**config.mk**
```make
export PLATFORM = sky130hd
export DESIGN_NAME = param_stack_flat
export DESIGN_NICKNAME = d
export VERILOG_FILES = /design/src/rtl/param_stack_if.sv /design/src/rtl/param_stack.sv /design/src/flat_wrapper.sv
export SDC_FILE = /design/constraint.sdc
export NUM_CORES = 1
export LEC_CHECK = 0
export CORE_ASPECT_RATIO = 1.4
export CORE_UTILIZATION = 48
export CTS_CLUSTER_DIAMETER = 60
export CTS_CLUSTER_SIZE = 25
export DETAILED_ROUTE_END_ITERATION = 6
export HOLD_SLACK_MARGIN = 0.15
export PLACE_DENSITY = 0.8
export SYNTH_ARGS = -nofsm -noshare
export SYNTH_HDL_FRONTEND = slang
export SYNTH_SLANG_ARGS = --single-unit
```
**constraint.sdc**
```tcl
create_clock -name clk -period 4.1 [get_ports clk]
set_clock_uncertainty 0.2 [all_clocks]
set_input_delay 1.23 -clock clk [delete_from_list [all_inputs] [get_ports clk]]
set_output_delay 1.23 -clock clk [all_outputs]
set_load 0.005 [all_outputs]
```
**src/rtl/param_stack_if.sv**
```systemverilog
// ---------------------------------------------------------------------------
// param_stack_if
// Groups the request/response signals of param_stack into one bundle.
//   master : drives clr, push, pop, indata; observes the stack outputs
//   slave  : the stack itself (param_stack)
// Signals:
//   clr        synchronous clear (empties stack, zeroes entries and errors)
//   push/pop   requests sampled every rising clk edge
//   indata     value to push
//   outdata    registered popped value, held until the next accepted pop
//   out_valid  one-cycle strobe, outdata was updated by the last edge
//   top        mem[count-1], zero when empty
//   count      number of valid entries (0..DEPTH)
//   empty/full occupancy flags
//   overflow   sticky, a push was refused while full
//   underflow  sticky, a pop was refused while empty
//   dbg_data   every entry flattened, entry 0 (bottom) in the low bits
// ---------------------------------------------------------------------------
interface param_stack_if #(
  parameter int WIDTH = 10,
  parameter int DEPTH = 7
);
  localparam int CW = $clog2(DEPTH + 1);

  logic                   clr;
  logic                   push;
  logic                   pop;
  logic [WIDTH-1:0]       indata;
  logic [WIDTH-1:0]       outdata;
  logic                   out_valid;
  logic [WIDTH-1:0]       top;
  logic [CW-1:0]          count;
  logic                   empty;
  logic                   full;
  logic                   overflow;
  logic                   underflow;
  logic [DEPTH*WIDTH-1:0] dbg_data;

  modport master (
    output clr, push, pop, indata,
    input  outdata, out_valid, top, count, empty, full, overflow, underflow, dbg_data
  );

  modport slave (
    input  clr, push, pop, indata,
    output outdata, out_valid, top, count, empty, full, overflow, underflow, dbg_data
  );
endinterface

```
**src/rtl/param_stack.sv**
```systemverilog
// ---------------------------------------------------------------------------
// param_stack
// Parametrised LIFO stack with registered pop output, replace-top on
// simultaneous push+pop, occupancy count, full/empty flags, sticky
// overflow/underflow errors, synchronous clear and a flattened debug bus.
// Ports:
//   clk    rising-edge clock for all state
//   rst_n  synchronous active-low reset
//   s      param_stack_if slave modport (see interface header for signals)
// Storage grows upward from mem[0]; the top entry is mem[count-1].
// ---------------------------------------------------------------------------
module param_stack #(
  parameter int WIDTH = 10,
  parameter int DEPTH = 7
) (
  input  logic          clk,
  input  logic          rst_n,
  param_stack_if.slave  s
);
  localparam int CW = $clog2(DEPTH + 1);
  // Entry index width; count needs one more state (DEPTH) than an index does.
  localparam int AW = $clog2(DEPTH);

  logic [WIDTH-1:0] mem_q [DEPTH];
  logic [WIDTH-1:0] mem_d [DEPTH];
  logic [CW-1:0]    count_q, count_d;
  logic [WIDTH-1:0] outdata_q, outdata_d;
  logic             out_valid_q, out_valid_d;
  logic             overflow_q, overflow_d;
  logic             underflow_q, underflow_d;

  logic [CW-1:0]    count_m1;
  logic [AW-1:0]    wr_idx;
  logic [AW-1:0]    top_idx;
  logic             is_empty;
  logic             is_full;

  assign is_empty = (count_q == '0);
  assign is_full  = (count_q == CW'(DEPTH));
  assign count_m1 = count_q - CW'(1);
  // wr_idx only used when not full, top_idx only when not empty, so the
  // truncation to AW bits never drops a meaningful bit.
  assign wr_idx   = count_q[AW-1:0];
  assign top_idx  = count_m1[AW-1:0];

  always_comb begin
    mem_d       = mem_q;
    count_d     = count_q;
    outdata_d   = outdata_q;
    out_valid_d = 1'b0;
    overflow_d  = overflow_q;
    underflow_d = underflow_q;

    if (s.clr) begin
      for (int i = 0; i < DEPTH; i++) mem_d[i] = '0;
      count_d     = '0;
      outdata_d   = '0;
      overflow_d  = 1'b0;
      underflow_d = 1'b0;
    end else begin
      unique case ({s.push, s.pop})
        2'b10: begin
          if (is_full) begin
            overflow_d = 1'b1;
          end else begin
            mem_d[wr_idx] = s.indata;
            count_d       = count_q + CW'(1);
          end
        end
        2'b01: begin
          if (is_empty) begin
            underflow_d = 1'b1;
          end else begin
            outdata_d   = mem_q[top_idx];
            out_valid_d = 1'b1;
            count_d     = count_m1;
          end
        end
        2'b11: begin
          if (is_empty) begin
            // Push still lands in the bottom slot; only the pop is refused.
            mem_d[0]    = s.indata;
            count_d     = CW'(1);
            underflow_d = 1'b1;
          end else begin
            // Replace-top: old top leaves through outdata, new value takes its slot.
            outdata_d      = mem_q[top_idx];
            out_valid_d    = 1'b1;
            mem_d[top_idx] = s.indata;
          end
        end
        default: ;
      endcase
    end
  end

  always_ff @(posedge clk) begin
    if (!rst_n) begin
      for (int i = 0; i < DEPTH; i++) mem_q[i] <= '0;
      count_q     <= '0;
      outdata_q   <= '0;
      out_valid_q <= 1'b0;
      overflow_q  <= 1'b0;
      underflow_q <= 1'b0;
    end else begin
      mem_q       <= mem_d;
      count_q     <= count_d;
      outdata_q   <= outdata_d;
      out_valid_q <= out_valid_d;
      overflow_q  <= overflow_d;
      underflow_q <= underflow_d;
    end
  end

  assign s.outdata   = outdata_q;
  assign s.out_valid = out_valid_q;
  assign s.count     = count_q;
  assign s.empty     = is_empty;
  assign s.full      = is_full;
  assign s.overflow  = overflow_q;
  assign s.underflow = underflow_q;
  assign s.top       = is_empty ? '0 : mem_q[top_idx];

  for (genvar gi = 0; gi < DEPTH; gi++) begin : g_dbg
    assign s.dbg_data[gi*WIDTH +: WIDTH] = mem_q[gi];
  end
endmodule

```
**src/flat_wrapper.sv**
```systemverilog
// flat-port wrapper written by rule: the top's interface ports become plain ports
module param_stack_flat 
#(
  parameter int WIDTH = 10,
  parameter int DEPTH = 7
)
  (clk, rst_n, s_clr, s_push, s_pop, s_indata, s_outdata, s_out_valid, s_top, s_count, s_empty, s_full, s_overflow, s_underflow, s_dbg_data);
  param_stack_if #(.WIDTH(WIDTH), .DEPTH(DEPTH)) s_i ();
  input  logic clk;
  input  logic rst_n;
  input wire logic [$bits(s_i.clr)-1:0] s_clr;
  input wire logic [$bits(s_i.push)-1:0] s_push;
  input wire logic [$bits(s_i.pop)-1:0] s_pop;
  input wire logic [$bits(s_i.indata)-1:0] s_indata;
  output wire logic [$bits(s_i.outdata)-1:0] s_outdata;
  output wire logic [$bits(s_i.out_valid)-1:0] s_out_valid;
  output wire logic [$bits(s_i.top)-1:0] s_top;
  output wire logic [$bits(s_i.count)-1:0] s_count;
  output wire logic [$bits(s_i.empty)-1:0] s_empty;
  output wire logic [$bits(s_i.full)-1:0] s_full;
  output wire logic [$bits(s_i.overflow)-1:0] s_overflow;
  output wire logic [$bits(s_i.underflow)-1:0] s_underflow;
  output wire logic [$bits(s_i.dbg_data)-1:0] s_dbg_data;
  assign s_i.clr = s_clr;
  assign s_i.push = s_push;
  assign s_i.pop = s_pop;
  assign s_i.indata = s_indata;
  assign s_outdata = s_i.outdata;
  assign s_out_valid = s_i.out_valid;
  assign s_top = s_i.top;
  assign s_count = s_i.count;
  assign s_empty = s_i.empty;
  assign s_full = s_i.full;
  assign s_overflow = s_i.overflow;
  assign s_underflow = s_i.underflow;
  assign s_dbg_data = s_i.dbg_data;
  param_stack #(.WIDTH(WIDTH), .DEPTH(DEPTH)) u_core (.clk(clk), .rst_n(rst_n), .s(s_i));
endmodule
```
## After elaboration in Yosys (flattened, before gate mapping)

Index checks and enable logic that the tools add are counted.

| word-level totals | value |
|---|---|
| register bits | 86 |
| input port bits | 15 |
| output and inout port bits | 98 |
| logic and storage cells | 64 |

| operators by class | value |
|---|---|
| add/sub/neg operators | 2 |
| $lt $le $gt $ge | 4 |
| equality and inequality tests | 8 |
| muxes and demuxes | 19 |
| bitwise operators | 5 |
| reductions and logical operators | 14 |

Operators by type and width:

| kind | count |
|---|---|
| bitwise mux 70 bit | 2 |
| one-hot mux 70 bit (2 select lines) | 1 |
| 2-to-1 mux 70 bit | 1 |
| demux 10 bit (select 3 bit) | 2 |
| 2-to-1 mux 10 bit | 6 |
| 2-to-1 mux 60 bit | 1 |
| binary-select mux 10 bit (select 3 bit) | 1 |
| 2-to-1 mux 3 bit | 3 |
| one-hot mux 3 bit (3 select lines) | 1 |
| greater-or-equal comparator 4 bit, second input constant | 2 |
| < comparator 4 x 1 -> 1 bit, second input constant | 2 |
| inverter 3 -> 4 bit | 2 |
| AND reduction 2 bit | 4 |
| inequality test 2 bit, second input constant | 3 |
| == test 2 bit, second input constant | 2 |
| AND reduction 4 bit | 1 |
| OR reduction 2 bit | 2 |
| adder 3 x 1 -> 3 bit, second input constant | 1 |
| == test 3 bit, second input constant | 1 |
| logical NOT 3 bit | 1 |
| inverter 1 bit | 3 |
| AND reduction 3 bit | 1 |
| nonzero test 3 bit | 1 |
| OR reduction 3 bit | 1 |
| other kinds (6) | 7 |

## Logic depth before layout (Yosys ltp)

| logic depth | value |
|---|---|
| depth after elaboration | 9 |
| gate-level depth with buffers | 11 |
| mapped depth without buffers | 7 |

## Worst setup path before layout

Ideal clock, no wire load.

| timing path | value |
|---|---|
| path type | reg-to-output |
| start | register u_core.count_q[0], in the netlist u_core.s.count[0] |
| end | output port s_top[3] |
| arrival | 2237 ps |
| data required time | 2670 ps |
| path slack | 433 ps |
| stages on the path, launching flop included | 10 |
| buffers on the path | 4 |
| cell sequence | dfxtp_1 -> buf_2 -> buf_2 -> inv_1 -> ha_1 -> buf_6 -> buf_4 -> mux2_1 -> a221oi_2 -> nor3_1 |

| on the way | value |
|---|---|
| longest elaborated chain between the ends | 6 |
| elaborated cells between the ends (all ways) | 7 |
| those cells by class | 1 x add/sub; 4 x mux; 1 x bitwise; 1 x reduce/logical |

Ends and longest elaborated chain:

| item | RTL line | source |
|---|---|---|
| start: declaration | param_stack.sv:26 | `logic [CW-1:0] count_q, count_d;` |
| start signal: assignment | param_stack.sv:107 | `count_q <= count_d;` |
| subtractor 3 x 1 -> 3 bit | param_stack.sv:40 | `assign count_m1 = count_q - CW'(1);` |
| inverter 3 -> 4 bit (implied by the code) | param_stack.sv:122 | `assign s.top = is_empty ? '0 : mem_q[top_idx];` |
| binary-select mux 10 bit (select 3 bit) | param_stack.sv:122 |  |
| 2-to-1 mux 10 bit (implied by the code) (2 in series) | param_stack.sv:122 |  |
| 2-to-1 mux 10 bit (*) | param_stack.sv:122 |  |
| end: declaration | flat_wrapper.sv:17 | `output wire logic [$bits(s_i.top)-1:0] s_top;` |

Mark *: on every way between the ends. The rest lies on a longest branch, timed or not. The select of a mux whose other input is x is not followed.

## Final worst setup path

| timing path | value |
|---|---|
| start | register u_core.count_q[1], in the netlist u_core.s.count[1] |
| end | output port s_top[1] |

The elaborated chain is that of the path after synthesis.

==> results.sh <==
export IMPL_status="complete, no violations"
export IMPL_crit_type="reg -> out"
export IMPL_vias=3642
export IMPL_cp_required_ns=2.67
export IMPL_fin_crit_ns=3.99
export IMPL_drt_vias_per_instance=5.84
export IMPL_ys_ff_latch=86
export IMPL_synth_edf_count=0
export IMPL_wl_per_cell_um=18.5
export IMPL_dieArea_um2=8850
export IMPL_synthCells=409
export IMPL_port_buffers=112
export IMPL_dpl_hpwl_um=8400
export IMPL_cts_setup_buffers=0
export IMPL_multi_input_area_um2=2170
export IMPL_synth_area_leaders="dfxtp_1 (42%), mux2i_1 (17%), nand2_1 (7.9%)"
export IMPL_synth_net_count=428
export IMPL_final_max_slew_viol_count=0
export IMPL_holdPathStages=2
export IMPL_area_growth_pct=38.4
export IMPL_cts_resized_gates=2
export IMPL_grt_setup_unrepaired="false"
export IMPL_synth_avg_cell_area_um2=9.95
export IMPL_power_density_nw_per_um2=359
export IMPL_drc=0
export IMPL_wl_um=11600
export IMPL_gp_congestion=0.960
export IMPL_maxSlewHeadroom_pct=47.5
export IMPL_drive_gt1_share_pct=11.1
export IMPL_setup_violations_final=0
export IMPL_crit_fanout=11
export IMPL_reg2reg_depth=6
export IMPL_grt_pass1_wl_um=18500
export IMPL_die_width_um=79.8
export IMPL_clk_latency_ns=0.34
export IMPL_clkTransAtPathRegs_ns=0.06
export IMPL_endpoint_kind="output port"
export IMPL_start_util_pct=49.6
export IMPL_r2r_start="u_core.s.count[0]"
export IMPL_utilization_pct=68.7
export IMPL_fill_cells=643
export IMPL_yosysTopAreaCell="dfxtp_1"
export IMPL_synth_top_cell_area_share_pct=42.3
export IMPL_cts_hold_buf=0
export IMPL_worstHoldPathType="reg -> reg"
export IMPL_ant_nets=0
export IMPL_io_pin_count=113
export IMPL_num_rows=39
export IMPL_regArea_um2=1720
export IMPL_hold_end="u_core.s.underflow"
export IMPL_startpoint="u_core.s.count[1]"
export IMPL_syn_area_um2=4070
export IMPL_die_height_um=111
export IMPL_design_area_um2=5630
export IMPL_drt_iter0_markers=336
export IMPL_grt_overflow=0
export IMPL_worst_slew_pin_slew_ns=0.787
export IMPL_cts_buffers_inserted=9
export IMPL_grt_total_usage_pct=27.3
export IMPL_tns_ns=0
export IMPL_p_leak_nw=2.40
export IMPL_fmax_mhz=251
export IMPL_ys_top_cells_by_count="dfxtp_1 (86), nand2_1 (86), mux2i_1 (70)"
export IMPL_grt_max_degree=37
export IMPL_clock_sinks=86
export IMPL_hp_start="u_core.s.underflow"
export IMPL_drt_pass1_iterations=5
export IMPL_ir_drop_uv=241
export IMPL_fin_crit_sh_pct=97.4
export IMPL_ys_types=44
export IMPL_r2r_end="u_core.s.dbg_data[42]"
export IMPL_hold_violations=0
export IMPL_ys_warn_count=0
export IMPL_ys_seq_area_share_pct=42.3
export IMPL_async_reset_ff_share_pct=0
export IMPL_critPathLaunchType="flop"
export IMPL_clock_path_buffers=2
export IMPL_nets=537
export IMPL_synth_flop_cell="dfxtp_1"
export IMPL_placed_area_um2=5290
export IMPL_h_tree_depth=3
export IMPL_worstPathArrival_ns=2.56
export IMPL_diodes=0
export IMPL_rrSetupSlack_ns=1.63
export IMPL_core_um2=8200
export IMPL_antenna_found_initial=0
export IMPL_grt_pass1_vias=3510
export IMPL_root_buffer="clkbuf_16"
export IMPL_max_cap_violations=0
export IMPL_cts_tree="built"
-- metal layers --
metal  vias to the layer above  track usage, %  part of all wire [%]
li1                       1665               -                     -
met1                      1762            33.8                    40
met2                       183            46.6                    51
met3                        32            4.61                   5.8
met4                         0            10.4                   2.6
met5                         -               0                     0
-- critical path, cell delays in order, from the launching register on --
cell and delay [ns]:
dfxtp_1 0.33, inv_1 0.10, ha_4 0.34, buf_4 0.19
mux4_1 0.58, nor2_1 0.14, nor3_1 0.08, clkdlybuf4s50_1 0.46
-- flip-flops by register name, summed over array words and instances, names as in the netlist --
register            flops
u_core.s.count          3
u_core.s.dbg_data      70
u_core.s.out_valid      1
u_core.s.outdata       10
u_core.s.overflow       1
u_core.s.underflow      1
-- cell families (layout without fill, tap and decap cells) --
kind of cell	count (synthesis)	after routing	synth area share (%)
DFF	86	86	42.3
adders and majority gates	4	4	1.23
and+or+nand+nor	142	142	14.8
muxes	90	90	25.9
buffers and inverters	38	151	4.89
AOI/OAI and AO/OA	46	46	10.2
xor gates and xnor gates	3	3	0.646
-- cell type report --
type	count	share of cell area, %
Clock buffer	10	4.24
Clock inverter	5	1.44
Inverter	7	0.467
Multi-Input combinational cell	285	38.5
Sequential cell	86	30.6
Tap cell	102	2.27
Timing Repair Buffer	129	22.5
-- stage by stage --
stage                     power, mW  instances  setup slack, ns  hold WS (ns)
after floorplan                1.06        409            0.433         0.242
after global routing           2.09        624           0.0308         0.286
after detailed placement       1.16        609            0.359         0.241
final                          2.02        624            0.108         0.249
after global placement         1.15        609            0.430         0.240
after CTS                      2.03        624           0.0157         0.249
-- worst max-delay path by stage --
stage	slack, ns	depth (start not counted)	endpoint
floorplan	0.43	9	s_top[3]
global placement	0.43	7	s_top[6]
detailed placement	0.36	7	s_top[6]
CTS	0.02	7	s_top[1]
global route	0.03	7	s_top[0]
finish	0.11	7	s_top[1]
-- cells in the final DEF (no fill, tap or decap), drive strengths merged, types with 6 or more instances in the layout --
cell type	instances
a21oi	7
a221oi	11
a22o	10
buf	17
clkbuf	10
clkdlybuf4s50	112
dfxtp	86
inv	8
mux2	10
mux2i	70
mux4	10
nand2	86
nor2	24
nor3	15
o21ai	6
-- power breakdown --
group	leakage, nW	total (mW)	switching (mW)	internal (mW)
clock	0.155	0.871	0.323	0.548
combinational	1.56	0.294	0.163	0.131
sequential	0.694	0.858	0.0111	0.846
total	2.40	2.02	0.498	1.52
Note: power is estimated with default switching activity, not from simulation.
